$ cat config.mk
export PLATFORM = sky130hd
export DESIGN_NAME = div_unit
export DESIGN_NICKNAME = d
export VERILOG_FILES = /design/src/rtl/div_unit.sv
export SDC_FILE = /design/constraint.sdc
export NUM_CORES = 1
export LEC_CHECK = 0
export ABC_AREA = 1
export ABC_CLOCK_PERIOD_IN_PS = 9700
export BUFFER_PORTS_ARGS = -buffer_cell sky130_fd_sc_hd__buf_2
export CAP_MARGIN = 30
export CELL_PAD_IN_SITES_DETAIL_PLACEMENT = 0
export CELL_PAD_IN_SITES_GLOBAL_PLACEMENT = 1
export CORE_MARGIN = 1
export CORE_UTILIZATION = 46
export DETAILED_ROUTE_END_ITERATION = 12
export HOLD_SLACK_MARGIN = 0.1
export PLACE_DENSITY_LB_ADDON = 0.1
export SLEW_MARGIN = 0
export SYNTH_ARGS = -nofsm -noshare
export SYNTH_HDL_FRONTEND = slang
export SYNTH_SLANG_ARGS = --single-unit
$ cat constraint.sdc
create_clock -name cpu_clk_50M -period 9.7 [get_ports cpu_clk_50M]
set_input_delay 1.455 -clock cpu_clk_50M [delete_from_list [all_inputs] [get_ports cpu_clk_50M]]
set_output_delay 1.455 -clock cpu_clk_50M [all_outputs]
set_load 0.05 [all_outputs]
$ cat src/rtl/div_unit.sv
// Multi-cycle radix-2 restoring divider (DIV/DIVU) driving the HI/LO write port.
// Optional macro DIV_BYZERO_FLAG_EN adds div_zero_o.
module div_unit #(
  parameter int WIDTH = 32
) (
  input  logic             cpu_clk_50M,
  input  logic             cpu_rst_n,
  input  logic             start_i,
  input  logic             signed_i,
  input  logic             annul_i,
  input  logic [WIDTH-1:0] opdata1_i,
  input  logic [WIDTH-1:0] opdata2_i,
  output logic             stall_o,
  output logic             ready_o,
`ifdef DIV_BYZERO_FLAG_EN
  output logic             div_zero_o,
`endif
  output logic [WIDTH-1:0] hi_o,
  output logic [WIDTH-1:0] lo_o
);

  localparam int CW = (WIDTH > 2) ? $clog2(WIDTH) : 1;

  typedef enum logic [1:0] {
    FREE,
    BYZERO,
    ON,
    END
  } state_e;

  state_e state_q, state_d;
  logic [CW-1:0] cnt_q, cnt_d;
  logic [WIDTH-1:0] dvd_q, dvd_d;
  logic [WIDTH-1:0] dvs_q, dvs_d;
  logic [WIDTH-1:0] rem_q, rem_d;
  logic [WIDTH-1:0] hi_q, hi_d;
  logic [WIDTH-1:0] lo_q, lo_d;
  logic negq_q, negq_d;
  logic negr_q, negr_d;

  logic [WIDTH-1:0] a_mag, b_mag;
  logic [WIDTH:0] trial, diff;
  logic borrow;
  logic [WIDTH-1:0] rem_nx, quo_nx;
  logic [WIDTH-1:0] rem_fix, quo_fix;

  assign a_mag = (signed_i & opdata1_i[WIDTH-1])
               ? {WIDTH{1'b0}} - opdata1_i : opdata1_i;
  assign b_mag = (signed_i & opdata2_i[WIDTH-1])
               ? {WIDTH{1'b0}} - opdata2_i : opdata2_i;

  // dvd_q shifts dividend bits out at the top and quotient bits in at the bottom
  assign trial   = {rem_q, dvd_q[WIDTH-1]};
  assign diff    = trial - {1'b0, dvs_q};
  assign borrow  = diff[WIDTH];
  assign rem_nx  = borrow ? trial[WIDTH-1:0] : diff[WIDTH-1:0];
  assign quo_nx  = {dvd_q[WIDTH-2:0], ~borrow};
  assign quo_fix = negq_q ? {WIDTH{1'b0}} - quo_nx : quo_nx;
  assign rem_fix = negr_q ? {WIDTH{1'b0}} - rem_nx : rem_nx;

`ifdef DIV_BYZERO_FLAG_EN
  logic zf_q, zf_d;
  assign div_zero_o = ready_o & zf_q;
`endif

  always_comb begin
    state_d = state_q;
    cnt_d   = cnt_q;
    dvd_d   = dvd_q;
    dvs_d   = dvs_q;
    rem_d   = rem_q;
    hi_d    = hi_q;
    lo_d    = lo_q;
    negq_d  = negq_q;
    negr_d  = negr_q;
`ifdef DIV_BYZERO_FLAG_EN
    zf_d    = zf_q;
`endif
    stall_o = 1'b0;
    ready_o = 1'b0;
    unique case (state_q)
      FREE: begin
        if (start_i & ~annul_i) begin
          stall_o = 1'b1;
          dvd_d   = a_mag;
          dvs_d   = b_mag;
          rem_d   = '0;
          cnt_d   = '0;
          negq_d  = signed_i & (opdata1_i[WIDTH-1] ^ opdata2_i[WIDTH-1]);
          negr_d  = signed_i & opdata1_i[WIDTH-1];
`ifdef DIV_BYZERO_FLAG_EN
          zf_d    = (opdata2_i == '0);
`endif
          state_d = (opdata2_i == '0) ? BYZERO : ON;
        end
      end
      BYZERO: begin
        stall_o = 1'b1;
        if (annul_i) begin
          state_d = FREE;
        end else begin
          hi_d    = '0;
          lo_d    = '0;
          state_d = END;
        end
      end
      ON: begin
        stall_o = 1'b1;
        if (annul_i) begin
          state_d = FREE;
        end else begin
          rem_d = rem_nx;
          dvd_d = quo_nx;
          cnt_d = cnt_q + CW'(1);
          if (cnt_q == CW'(WIDTH-1)) begin
            hi_d    = rem_fix;
            lo_d    = quo_fix;
            state_d = END;
          end
        end
      end
      END: begin
        ready_o = 1'b1;
        state_d = FREE;
      end
      default: state_d = FREE;
    endcase
  end

  always_ff @(posedge cpu_clk_50M or negedge cpu_rst_n) begin
    if (!cpu_rst_n) begin
      state_q <= FREE;
      cnt_q   <= '0;
      dvd_q   <= '0;
      dvs_q   <= '0;
      rem_q   <= '0;
      hi_q    <= '0;
      lo_q    <= '0;
      negq_q  <= 1'b0;
      negr_q  <= 1'b0;
`ifdef DIV_BYZERO_FLAG_EN
      zf_q    <= 1'b0;
`endif
    end else begin
      state_q <= state_d;
      cnt_q   <= cnt_d;
      dvd_q   <= dvd_d;
      dvs_q   <= dvs_d;
      rem_q   <= rem_d;
      hi_q    <= hi_d;
      lo_q    <= lo_d;
      negq_q  <= negq_d;
      negr_q  <= negr_d;
`ifdef DIV_BYZERO_FLAG_EN
      zf_q    <= zf_d;
`endif
    end
  end

  assign hi_o = hi_q;
  assign lo_o = lo_q;

endmodule
==> key figures, run 1 <==
Final layout
  • Layout Utilization: around 53%
  • Ant diodes: 0
  • Fin nets: 2141
  • Ratio of cells with drive above 1 in the final layout: a little under an eighth
  • Area grow syn2layout: 12.5%

Drt
  • Via Count: roughly 13000
  • Vias/cell: approximately 5.4
  • Drt first pass iters: 5
  • Wire per inst: approximately 17 microns
  • Post-route ant nets: 0
  • WL final: around 42000 microns
  • DR DRC count: 0
  • 1st-iter DRT viols: 1125

Synthesis
  • Compound-cell area share of the yosys netlist: between 10% and 20%
  • Post-synthesis instance total: 1923
  • Synth area leaders: dfrtp_1 (33%), nand2_1 (17%), inv_1 (7.1%)
  • Mean Syn Cell Area: between 6 and 7 sq um
  • Synth Area in Simple Gates: 33.2%
  • Mapped cell area: 0.0127 sq mm
  • XOR/XNOR Fraction of Synth Area: 3.58%
  • Post-synthesis sequential area ratio: around 33%
  • Post-Syn Nets: between 2000 and 2500
  • Area leader, netlist: dfrtp_1
  • Synthesis warning total: 0
  • Register bit total from synthesis: 169
  • Post-synth cell types: between 40 and 50
  • Post-Synth Adder-Cell Area: under 10%
  • Post-synth top area share: about 33%
  • Most used flip-flop cell after synthesis: dfrtp_1
  • Post-synthesis mux area share: 0%
  • Largest family of logic cells by synthesized area: simple AND/OR/NAND/NOR gates
  • Ys async rst share: 100%
  • EDFF count, synth: 0

STA
  • Fin. Hold Viols: 0
  • Setup TNS: 0 ns
  • Slew HR: 48.0%
  • Final number of max-transition violations: 0
  • Fmax: 0.213 GHz
  • Setup Skew: around 0.014 ns
  • RSZ-0062 raised after global routing: no
  • Final setup vio count: 0
  • Worst-margin pin slew: between 0.7 and 0.8 ns
  • Min cycle time layout: about 4.7 ns
  • Fin crit share: between 40 and 50%

Power
  • VDD IR max: 213 uV
  • Power Internal: 2.53 mW
  • Net Sw Power: 3.41 mW
  • Leak: ~7.5 nW
  • PD cells: about 410 mW/mm^2
  • Clk pwr share: 12.4%
  • Switching portion of total power: between 50% and 60%
  • Reg power frac: a little under a fifth
  • Comb pwr share: 69.0%

Worst setup path
  • Critical path's top delay family: simple AND/OR/NAND/NOR gates
  • Reg2reg start: dvd_q[31]
  • Reg2Reg Depth: 31
  • Worst EP required: around 10 ns
  • Crit path max fanout: 35
  • Most Frequent Cell on Critical Path: nand2_1
  • Crit path max-delay cell type: fa_1
  • Critical path launch point type: flop
  • Critical path class: reg -> reg
  • Reg2reg setup slack: around 5 ns
  • CP endpoint kind: flop
  • R2r endpoint: lo_o[26]
  • Worst Path Buf+Inv: 6
  • Worst path max stage delay: about 0.4 ns
  • Worst EP arrival: 5.04 ns

Global routing
  • First-pass GRT wire length: around 66000 microns
  • Initial antenna violation count: 0
  • Pin count of the biggest net entering global routing: 100
  • Tot GR Track Use: 30.1%
  • Vias in the first global route: around 12000
  • Global route overflow: 0

Hold path
  • Hold WC Path Type: reg -> reg
  • Hold Path Stages: 2
  • Hold EP: hi_o[30]
  • Hold path startpoint: hi_o[30]

Floorplan
  • IO Count: between 100 and 150
  • Die height: ~170 microns
  • Core footprint: approximately 0.027 sq mm
  • Total Die Area: about 0.028 sq mm
  • Initial Utilization: between 40% and 50%
  • Die Wd: roughly 170 microns
  • Row count: 60

Clocking
  • CTS tree: done
  • Reg clk slew, reported paths: 0.07 ns
  • Quantity of gates resized following cts: 0
  • H-tree Lvls: 4
  • TritonCTS buffer count: 17
  • Post-CTS Setup Inserts: 0
  • Clk_lat worst skew: between 0.4 and 0.5 ns
  • Root buffer selected by CTS: clkbuf_16
  • CTS Buffer Depth: 2
  • Total clock sinks: 169
  • Hold buffer count at cts: 0

Placement
  • Post-DP HPWL: roughly 32000 microns
  • Gpl congestion: roughly 0.93
  • IO Port Bufs: ~130

Flow run
  • # Max-Cap Violations: 0

Outcome
  • Status: finished clean
-- layer usage --
layer	global-route usage [%]	vias up	wire length [microns]	part of all wire, %
li1	-	6452	-	-
met1	40.9	6028	18900	45
met2	49.6	396	19500	47
met3	3.34	69	1950	4.7
met4	10.4	0	1280	3.1
met5	0	-	0	0
-- power by group through the flow --
stage | Sequential (mW) | Clock (mW) | Combinational [mW]
6_report | 1.10 | 0.737 | 4.10
5_1_grt | 1.12 | 0.765 | 4.59
4_1_cts | 1.10 | 0.742 | 4.07
3_5_place_dp | 1.11 | 0 | 4.06
3_3_place_gp | 1.10 | 0 | 4.03
2_1_floorplan | 1.04 | 0 | 3.06
-- logic make-up (layout without fill, tap and decap cells) --
| logic type | after synthesis | in the layout |
|---|---|---|
| adder cells (fa/ha/maj) | 44 | 44 |
| AND/OR/NAND/NOR | 987 | 987 |
| AO/OA/AOI/OAI | 362 | 362 |
| XOR/XNOR | 52 | 52 |
| buffers and inverters | 309 | 426 |
| flip-flops | 169 | 169 |
-- how the worst max path moves through the flow --
stage	from	to	slack [ns]	depth (start not counted)
6_report	dvd_q[31]	lo_o[26]	5.01	31
3_5_place_dp	dvd_q[31]	lo_o[30]	5.05	31
4_1_cts	dvd_q[31]	lo_o[26]	5.03	31
5_1_grt	dvd_q[31]	lo_o[26]	4.59	31
2_1_floorplan	annul_i	stall_o	5.16	6
3_3_place_gp	dvd_q[31]	lo_o[30]	5.18	31
-- state kept, by name, summed over array words and instances (netlist names), 2 cells and up --
register and cells:
dvd_q 32, dvs_q 32, lo_o 32, state_q 2, cnt_q 5, rem_q 32, hi_o 32
-- cell usage in the layout (no fill, tap or decap), types with 27 or more instances in the layout --
master | Yosys | layout
nand2_1 | 560 | 560
nand3_1 | 127 | 127
ha_1 | 43 | 43
nor2_1 | 170 | 168
o21ai_0 | 180 | 180
buf_2 | 5 | 133
xor2_1 | 27 | 27
inv_1 | 242 | 242
a21oi_1 | 86 | 86
o22ai_1 | 35 | 35
dfrtp_1 | 169 | 169
nor3_1 | 33 | 33
-- worst min-delay path: stages, from the launching register on --
cell	delay, ns
dfrtp_1	0.34
nand2_1	0.05
nand2_1	0.05
-- cells in the mapped netlist (20+ instances only) --
master	n
ha_1	43
o22ai_1	35
xor2_1	27
o211ai_1	20
xnor2_1	25
a21oi_1	86
nor2_1	170
nand2_1	560
nor3_1	33
dfrtp_1	169
clkbuf_1	42
nand4_1	24
o21ai_0	180
inv_1	242
nand3_1	127
nand2_2	26
-- cell type report --
type                       instances  area [sq um]
fill                            2808         12700
multi-input combinational       1445          7300
sequential                       169          4230
inverter                         248           931
timing repair buffer             147           835
tap                              341           427
clock buffer                      17           425
clock inverter                    14           185
-- metrics by stage --
step / power (mW) / std cells / setup WS, ns / area [sq um] / hold WS (ns)
after detailed placement: 5.17 / 2348 / 5.05 / 13700 / 0.461
after global placement: 5.13 / 2347 / 5.18 / 13600 / 0.459
after floorplan: 4.10 / 1923 / 5.16 / 12700 / 0.453
final: 5.94 / 2381 / 5.01 / 14300 / 0.476
after global routing: 6.48 / 2381 / 4.59 / 14300 / 0.509
after CTS: 5.91 / 2379 / 5.03 / 14300 / 0.482
Power figures use the tool's default switching activity.
==> run 2, diff against run 1 <==
--- a/config.mk
+++ b/config.mk
@@ -5,14 +5,14 @@
 export SDC_FILE = /design/constraint.sdc
 export NUM_CORES = 1
 export LEC_CHECK = 0
-export ABC_AREA = 1
-export ABC_CLOCK_PERIOD_IN_PS = 9700
+export ABC_AREA = 0
+export ABC_CLOCK_PERIOD_IN_PS = 4900
 export BUFFER_PORTS_ARGS = -buffer_cell sky130_fd_sc_hd__buf_2
 export CAP_MARGIN = 30
 export CELL_PAD_IN_SITES_DETAIL_PLACEMENT = 0
 export CELL_PAD_IN_SITES_GLOBAL_PLACEMENT = 1
 export CORE_MARGIN = 1
-export CORE_UTILIZATION = 46
+export CORE_UTILIZATION = 45
 export DETAILED_ROUTE_END_ITERATION = 12
 export HOLD_SLACK_MARGIN = 0.1
 export PLACE_DENSITY_LB_ADDON = 0.1
==> constraint.sdc (replaced) <==
create_clock -name cpu_clk_50M -period 4.9 [get_ports cpu_clk_50M]
set_input_delay 0.735 -clock cpu_clk_50M [delete_from_list [all_inputs] [get_ports cpu_clk_50M]]
set_output_delay 0.735 -clock cpu_clk_50M [all_outputs]
set_load 0.05 [all_outputs]
==> run 2 against run 1 <==
Compared with the run above:
- sequential power rose by 100%
- design area fell by 4.8%
- total power rose by 74%
- clock power rose by 86%
- synthesized cell count fell by 22%
- worst hold slack got worse by 0.14 ns
- count of clock-buffer cells in the layout did not move
- core utilization fell by 0.70 points
- global-route usage fell by 3.8 points
- non-clock buffer count rose by 11
- largest power group unchanged
- highest routed layer unchanged
==> key figures, run 2 <==
Outcome
  • Status: finished clean

Worst setup path
  • Reg2Reg Depth: 18
  • End of the critical path: lo_o[26]
  • Worst Path Buf+Inv: 2
  • CP endpoint kind: flop
  • Critical path launch point type: flop
  • Crit path max fanout: 7
  • Setup crit start: dvd_q[31]
  • R2r endpoint: lo_o[26]
  • Crit-path cells: inv_1 -> ha_1 -> fa_1 -> nand2b_1 -> a21oi_2 -> o2111ai_1 -> a21boi_2 -> o21a_1 -> nor2_4 -> inv_2 -> ha_1 -> nand2b_1 -> or3_1 -> nand2b_1 -> nand2b_1 -> o41ai_1 -> xor2_1 -> o21ai_0
  • Reg2reg start: dvd_q[31]
  • Critical path class: reg -> reg
  • Most Frequent Cell on Critical Path: nand2b_1
  • Crit path max-delay cell type: or3_1
  • Reg2reg setup slack: just over 0.3 ns
  • Worst EP arrival: approximately 4.9 ns
  • Worst path depth: 18
  • Worst path max stage delay: between 0.4 and 0.5 ns
  • Worst EP required: about 5.2 ns
  • Critical path's top delay family: compound AO/OA/AOI/OAI gates

Power
  • Comb pwr share: between 60 and 70%
  • Switching portion of total power: between 50 and 60%
  • Power Internal: 4.95 mW
  • Reg power frac: between 20% and 30%
  • PD cells: 760 mW/mm^2
  • Leak: between 6 and 7 nW
  • Net Sw Power: 5.41 mW
  • VDD IR max: about 450 uV
  • Clk pwr share: 13.2%

Final layout
  • Area grow syn2layout: 13.8%
  • Layout Utilization: 52.3%
  • Commonest non-fill, non-tap cells in the layout: nand2_1 (241), dfrtp_1 (169), o21ai_0 (165)
  • Ratio of cells with drive above 1 in the final layout: ~14%
  • Commonest non-fill, non-tap cell in the layout: nand2_1
  • Fin nets: about 1700
  • Fin cells: 1941
  • Ant diodes: 0

Drt
  • Via Count: roughly 11000
  • WL final: between 30000 and 40000 microns
  • Wire length on met3: about 1400 microns
  • Top layer in use: met4
  • DR DRC count: 0
  • Post-route ant nets: 0
  • 1st-iter DRT viols: 709
  • Met1 WL: 17900 microns
  • Drt first pass iters: 5
  • Wire per inst: ~18 microns
  • DR WL met2: ~15000 microns
  • Vias/cell: 5.64

Placement
  • Post-DP HPWL: between 20000 and 30000 microns
  • Setup WS pre-CTS: 0.198 ns
  • IO Port Bufs: about 130
  • Cells after DPL: roughly 1900
  • Gpl congestion: ~0.92

Floorplan
  • Initial Utilization: 46.0%
  • Die height: roughly 170 microns
  • Total Die Area: about 0.027 sq mm
  • Core footprint: between 0.02 and 0.03 sq mm
  • IO Count: approximately 140
  • Row count: a little under 60
  • Die Wd: roughly 170 microns

Clocking
  • Total clock sinks: around 170
  • Clk_lat worst skew: approximately 0.44 ns
  • Post-CTS Setup Inserts: 0
  • CTS tree: done
  • Reg clk slew, reported paths: 0.08 ns
  • Root buffer selected by CTS: clkbuf_16
  • H-tree Lvls: 4
  • TritonCTS buffer count: 17
  • CTS Buffer Depth: 2

STA
  • Fin worst setup slack: a little over 0.3 ns
  • Min cycle time layout: between 4 and 5 ns
  • Fin. Hold Viols: 0
  • Final number of max-transition violations: 0
  • Worst-margin pin slew: approximately 0.98 ns
  • Worst-case hold slack: approximately 0.34 ns
  • Setup Skew: 0.0201 ns
  • Slew HR: between 30% and 40%
  • Fin crit share: between 90% and 100%
  • Fmax: about 0.22 GHz
  • Final setup vio count: 0

Synthesis
  • Synth area leaders: dfrtp_1 (35%), nand2_1 (7.6%), o21ai_0 (6.9%)
  • Ys async rst share: 100%
  • Post-synthesis sequential area ratio: between 30% and 40%
  • Top post-synthesis cells by count: nand2_1 (242), dfrtp_1 (169), o21ai_0 (166)
  • Most used flip-flop cell after synthesis: dfrtp_1
  • Synthesis warning total: 0
  • EDFF count, synth: 0
  • Area leader, netlist: dfrtp_1
  • Register bit total from synthesis: ~170
  • Post-Syn Nets: approximately 1600
  • Post-synth cell types: 75
  • Count leader, synth: nand2_1
  • Mean Syn Cell Area: approximately 8.0 sq um
  • Post-synth top area share: 35.3%
  • Mapped cell area: 0.0120 sq mm
  • Post-synthesis instance total: roughly 1500

Global routing
  • Pin count of the biggest net entering global routing: 93
  • Tot GR Track Use: a little over a quarter
  • Initial antenna violation count: 0
  • First-pass GRT wire length: between 50000 and 60000 microns
  • Global route overflow: 0
  • Vias in the first global route: between 10000 and 15000

Hold path
  • Hold WC Path Type: in -> async

Flow run
  • # Max-Cap Violations: 0
## run 2: cell count changes after synthesis, moves of 28 or more
cell | previous run | this run
nand2_1 | 560 | 242
inv_1 | 242 | 56
nand3_1 | 127 | 15
nor2_1 | 170 | 95
xnor2_1 | 25 | 67
xor2_1 | 27 | 68
a21oi_1 | 86 | 121
mux2i_1 | 0 | 28
or3_1 | 0 | 28
## run 2: worst min path at each step
| stage | startpoint | end | slack [ns] | cells after the start |
|---|---|---|---|---|
| 4_1_cts | cpu_rst_n | dvs_q[26] | 0.38 | 1 |
| 3_3_place_gp | lo_o[8] | lo_o[8] | 0.46 | 2 |
| 6_report | cpu_rst_n | dvs_q[26] | 0.34 | 1 |
| 5_1_grt | cpu_rst_n | dvs_q[26] | 0.41 | 1 |
| 3_5_place_dp | hi_o[13] | hi_o[13] | 0.46 | 2 |
| 2_1_floorplan | cpu_rst_n | cnt_q[0] | 0.44 | 0 |
## run 2: cell families (layout without fill, tap and decap cells)
logic type               Yosys count  in the layout  share of synthesized area (%)
flip-flops                       169            169                           35.3
multiplexers                      30             30                           2.53
XOR/XNOR                         135            135                           9.87
AO/OA/AOI/OAI                    463            463                           23.0
adder cells (fa/ha/maj)           44             44                           4.66
AND/OR/NAND/NOR                  518            518                           20.2
buffers and inverters            136            247                           4.46
## run 2: layer usage
layer	GRT usage (%)	up-vias
li1	-	5526
met1	39.2	5130
met2	39.4	250
met3	3.10	45
met4	7.88	0
met5	0	-
## run 2: power groups by stage
stage / logic, mW / clock network [mW] / registers, mW
final: 6.80 / 1.37 / 2.20
after global routing: 7.51 / 1.45 / 2.26
after CTS: 6.71 / 1.39 / 2.22
after detailed placement: 6.67 / 0 / 2.24
after global placement: 6.65 / 0 / 2.22
after floorplan: 5.03 / 0 / 2.07
## run 2: stage by stage
| step | total power [mW] | area, sq um | TNS (ns) |
|---|---|---|---|
| 2_1_floorplan | 7.09 | 12000 | 0 |
| 3_3_place_gp | 8.87 | 13000 | 0 |
| 3_5_place_dp | 8.91 | 13000 | 0 |
| 4_1_cts | 10.3 | 13600 | 0 |
| 5_1_grt | 11.2 | 13600 | -0.000548 |
| 6_report | 10.4 | 13600 | 0 |
## run 2: worst register-to-register path: stages (launching register included)
cell and delay, ns:
dfrtp_1 0.40, inv_1 0.09, ha_1 0.22, fa_1 0.41, nand2b_1 0.20, a21oi_2 0.24
o2111ai_1 0.33, a21boi_2 0.29, o21a_1 0.25, nor2_4 0.08, inv_2 0.18, ha_1 0.20
nand2b_1 0.11, or3_1 0.42, nand2b_1 0.23, nand2b_1 0.28, o41ai_1 0.32, xor2_1 0.17
o21ai_0 0.08
## run 2: cell type report
cell class | count | area, sq um
Timing Repair Buffer | 158 | 915
Clock buffer | 17 | 425
Clock inverter | 15 | 171
Tap cell | 335 | 419
Sequential cell | 169 | 4230
Inverter | 57 | 214
Fill cell | 2582 | 12400
Multi-Input combinational cell | 1190 | 7260
## run 2: what timing repair did
item,in CTS,in global routing
hold buffers,0,0
resized for setup,0,3
setup endpoints to repair,0,7
==> run 3, diff against run 2 <==
--- a/config.mk
+++ b/config.mk
@@ -7,13 +7,13 @@
 export LEC_CHECK = 0
 export ABC_AREA = 0
 export ABC_CLOCK_PERIOD_IN_PS = 4900
-export BUFFER_PORTS_ARGS = -buffer_cell sky130_fd_sc_hd__buf_2
 export CAP_MARGIN = 30
 export CELL_PAD_IN_SITES_DETAIL_PLACEMENT = 0
 export CELL_PAD_IN_SITES_GLOBAL_PLACEMENT = 1
 export CORE_MARGIN = 1
-export CORE_UTILIZATION = 45
+export CORE_UTILIZATION = 49
 export DETAILED_ROUTE_END_ITERATION = 12
+export DONT_BUFFER_PORTS = 1
 export HOLD_SLACK_MARGIN = 0.1
 export PLACE_DENSITY_LB_ADDON = 0.1
 export SLEW_MARGIN = 0
==> constraint.sdc (replaced) <==
create_clock -name cpu_clk_50M -period 4.9 [get_ports cpu_clk_50M]
set_input_delay 0.735 -clock cpu_clk_50M [delete_from_list [all_inputs] [get_ports cpu_clk_50M]]
set_output_delay 0.735 -clock cpu_clk_50M [all_outputs]
set_load 0.1 [all_outputs]
==> run 3 against run 2 <==
Compared with the run above:
- via count is 3.1% lower
- global-route usage is 2.3 points higher
- critical path type unchanged
- sequential power is 3% higher
- highest routed layer unchanged
- routed wire length is 1.7% lower
- design area is 4.8% lower
==> key figures, run 3 (synthesis results as in run 2) <==
Outcome
  • Status: finished clean

Worst setup path
  • Worst EP arrival: between 4 and 5 ns
  • CP endpoint kind: flop
  • Crit path max fanout: 13
  • Worst EP required: ~5.2 ns
  • Critical path class: reg -> reg
  • Critical path launch point type: flop

STA
  • Final setup vio count: 0
  • Fmax: around 0.22 GHz
  • Setup TNS: 0 ns
  • Worst-margin pin slew: roughly 1.1 ns
  • Worst-case hold slack: about 0.18 ns
  • Fin crit share: between 90% and 100%
  • Final number of max-transition violations: 0
  • Fin. Hold Viols: 0
  • Min cycle time layout: about 4.5 ns
  • Setup Skew: approximately 0.013 ns
  • Slew HR: between 20% and 30%
  • RSZ-0062 raised after global routing: no

Final layout
  • Area grow syn2layout: 8.35%
  • Ratio of cells with drive above 1 in the final layout: under 10%
  • Finished Cell Area: roughly 0.013 sq mm
  • Ant diodes: 0
  • Commonest non-fill, non-tap cell in the layout: nand2_1
  • Fin nets: 1568
  • Commonest non-fill, non-tap cells in the layout: nand2_1 (241), dfrtp_1 (169), o21ai_0 (165)

Global routing
  • Global routing usage on met1: a little over two fifths
  • Global route overflow: 0
  • GR Util met3: around 4.2%
  • Busiest grt layer: met1
  • Vias in the first global route: 9836
  • First-pass GRT wire length: between 50000 and 60000 microns
  • Initial antenna violation count: 0
  • Met2 GRT Util: about two fifths
  • Pin count of the biggest net entering global routing: between 150 and 200
  • Tot GR Track Use: 28.6%

Drt
  • Wire per inst: roughly 19 microns
  • Drt first pass iters: 5
  • DR DRC count: 0
  • Vias/cell: between 5 and 6
  • WL final: roughly 35000 microns
  • Post-route ant nets: 0
  • 1st-iter DRT viols: 986
  • Via Count: between 10000 and 15000

Power
  • Net Sw Power: ~5.6 mW
  • Clk pwr share: ~14%
  • Switching portion of total power: between 50% and 60%
  • VDD IR max: between 900 and 1000 uV
  • Reg power frac: 21.5%
  • Comb pwr share: between 60% and 70%
  • Leak: around 5.5 nW
  • PD cells: about 810 mW/mm^2
  • Power Internal: 4.95 mW

Clocking
  • CTS Buffer Depth: 2
  • CTS tree: done
  • Clk_lat worst skew: 0.44 ns
  • Reg clk slew, reported paths: 0.08 ns
  • TritonCTS buffer count: 17
  • Total clock sinks: approximately 170
  • Root buffer selected by CTS: clkbuf_16
  • H-tree Lvls: 4

Hold path
  • Hold WC Path Type: in -> async

Placement
  • Area of placed instances: approximately 0.012 sq mm
  • Gpl congestion: 0.929
  • Post-DP HPWL: 26000 microns
  • IO Port Bufs: 0

Flow run
  • # Max-Cap Violations: 0

Floorplan
  • Core footprint: between 0.02 and 0.025 sq mm
  • Die Wd: roughly 160 microns
  • Initial Utilization: 50.4%
  • Total Die Area: 0.0251 sq mm
  • IO Count: between 100 and 150
  • Die height: between 150 and 200 microns
  • Row count: 56
[run 3: changes by cell type in the layout (fill, tap and decap cells not counted), moves of 2 or more]
| cell | before | now |
|---|---|---|
| buf_2 | 133 | 0 |
| buf_4 | 20 | 16 |
| inv_12 | 0 | 4 |
| buf_12 | 3 | 1 |
| inv_6 | 4 | 2 |
[run 3: worst max-delay path, cell delays in order, from the launching register on]
cell and delay [ns]:
dfrtp_1 0.42, inv_1 0.10, ha_1 0.22, fa_1 0.40, nand2b_1 0.21, a21oi_4 0.21
o2111ai_2 0.24, a21boi_2 0.28, o21a_1 0.27, nor2_4 0.07, inv_2 0.22, ha_1 0.22
nand2b_1 0.11, or3_1 0.45, nand2b_1 0.22, nand2b_1 0.25, o31ai_1 0.29, xor2_1 0.16
o21ai_0 0.08
[run 3: area by class of cell]
type / instances / area, sq um
Clock buffer: 17 / 425
Clock inverter: 15 / 211
Fill cell: 2264 / 10800
Inverter: 57 / 214
Multi-Input combinational cell: 1190 / 7290
Sequential cell: 169 / 4230
Tap cell: 319 / 399
Timing Repair Buffer: 20 / 210
[run 3: worst paths after layout]
check / start / to / slack [ns] / cells after the start
worst min-delay path: cpu_rst_n / dvs_q[27] / 0.18 / 1
worst max register to register: dvd_q[31] / lo_o[28] / 0.36 / 18
worst min register to register: cnt_q[4] / cnt_q[4] / 0.48 / 2
max in group asynchronous: cpu_rst_n / dvs_q[30] / 3.79 / 1
min in group cpu_clk_50M: opdata2_i[31] / dvs_q[31] / 0.41 / 2
worst max-delay path: dvd_q[31] / lo_o[28] / 0.36 / 18
[run 3: through the flow]
stage | cells | utilization [%] | setup WS, ns | power, mW
after floorplan | 1495 | - | 0.359 | 7.14
after global placement | 1751 | 51.4 | 0.244 | 8.80
after detailed placement | 1753 | 51.6 | 0.128 | 8.91
after CTS | 1786 | 54.4 | 0.0789 | 10.4
after global routing | 1787 | 54.6 | 0.0273 | 11.4
final | 1787 | 54.6 | 0.363 | 10.5
[run 3: what timing repair did]
action / CTS / global route
hold endpoints to repair: 169 / 0
setup buffers: 0 / 0
gates resized for setup: 0 / 7
hold buffers: 1 / 0
endpoints found under the setup margin: 0 / 20
[run 3: metal layers]
layer	vias up	wire length, microns	part of all wire [%]
li1	5239	-	-
met1	5015	17600	51
met2	313	14900	43
met3	41	1740	5.0
met4	0	540	1.6
met5	-	0	0
[run 3: power groups by stage]
stage / Clock [mW] / Combinational [mW] / Sequential [mW]
detailed placement: 0 / 6.64 / 2.27
CTS: 1.46 / 6.71 / 2.24
global route: 1.53 / 7.55 / 2.32
global placement: 0 / 6.55 / 2.25
floorplan: 0 / 5.07 / 2.07
finish: 1.44 / 6.80 / 2.26
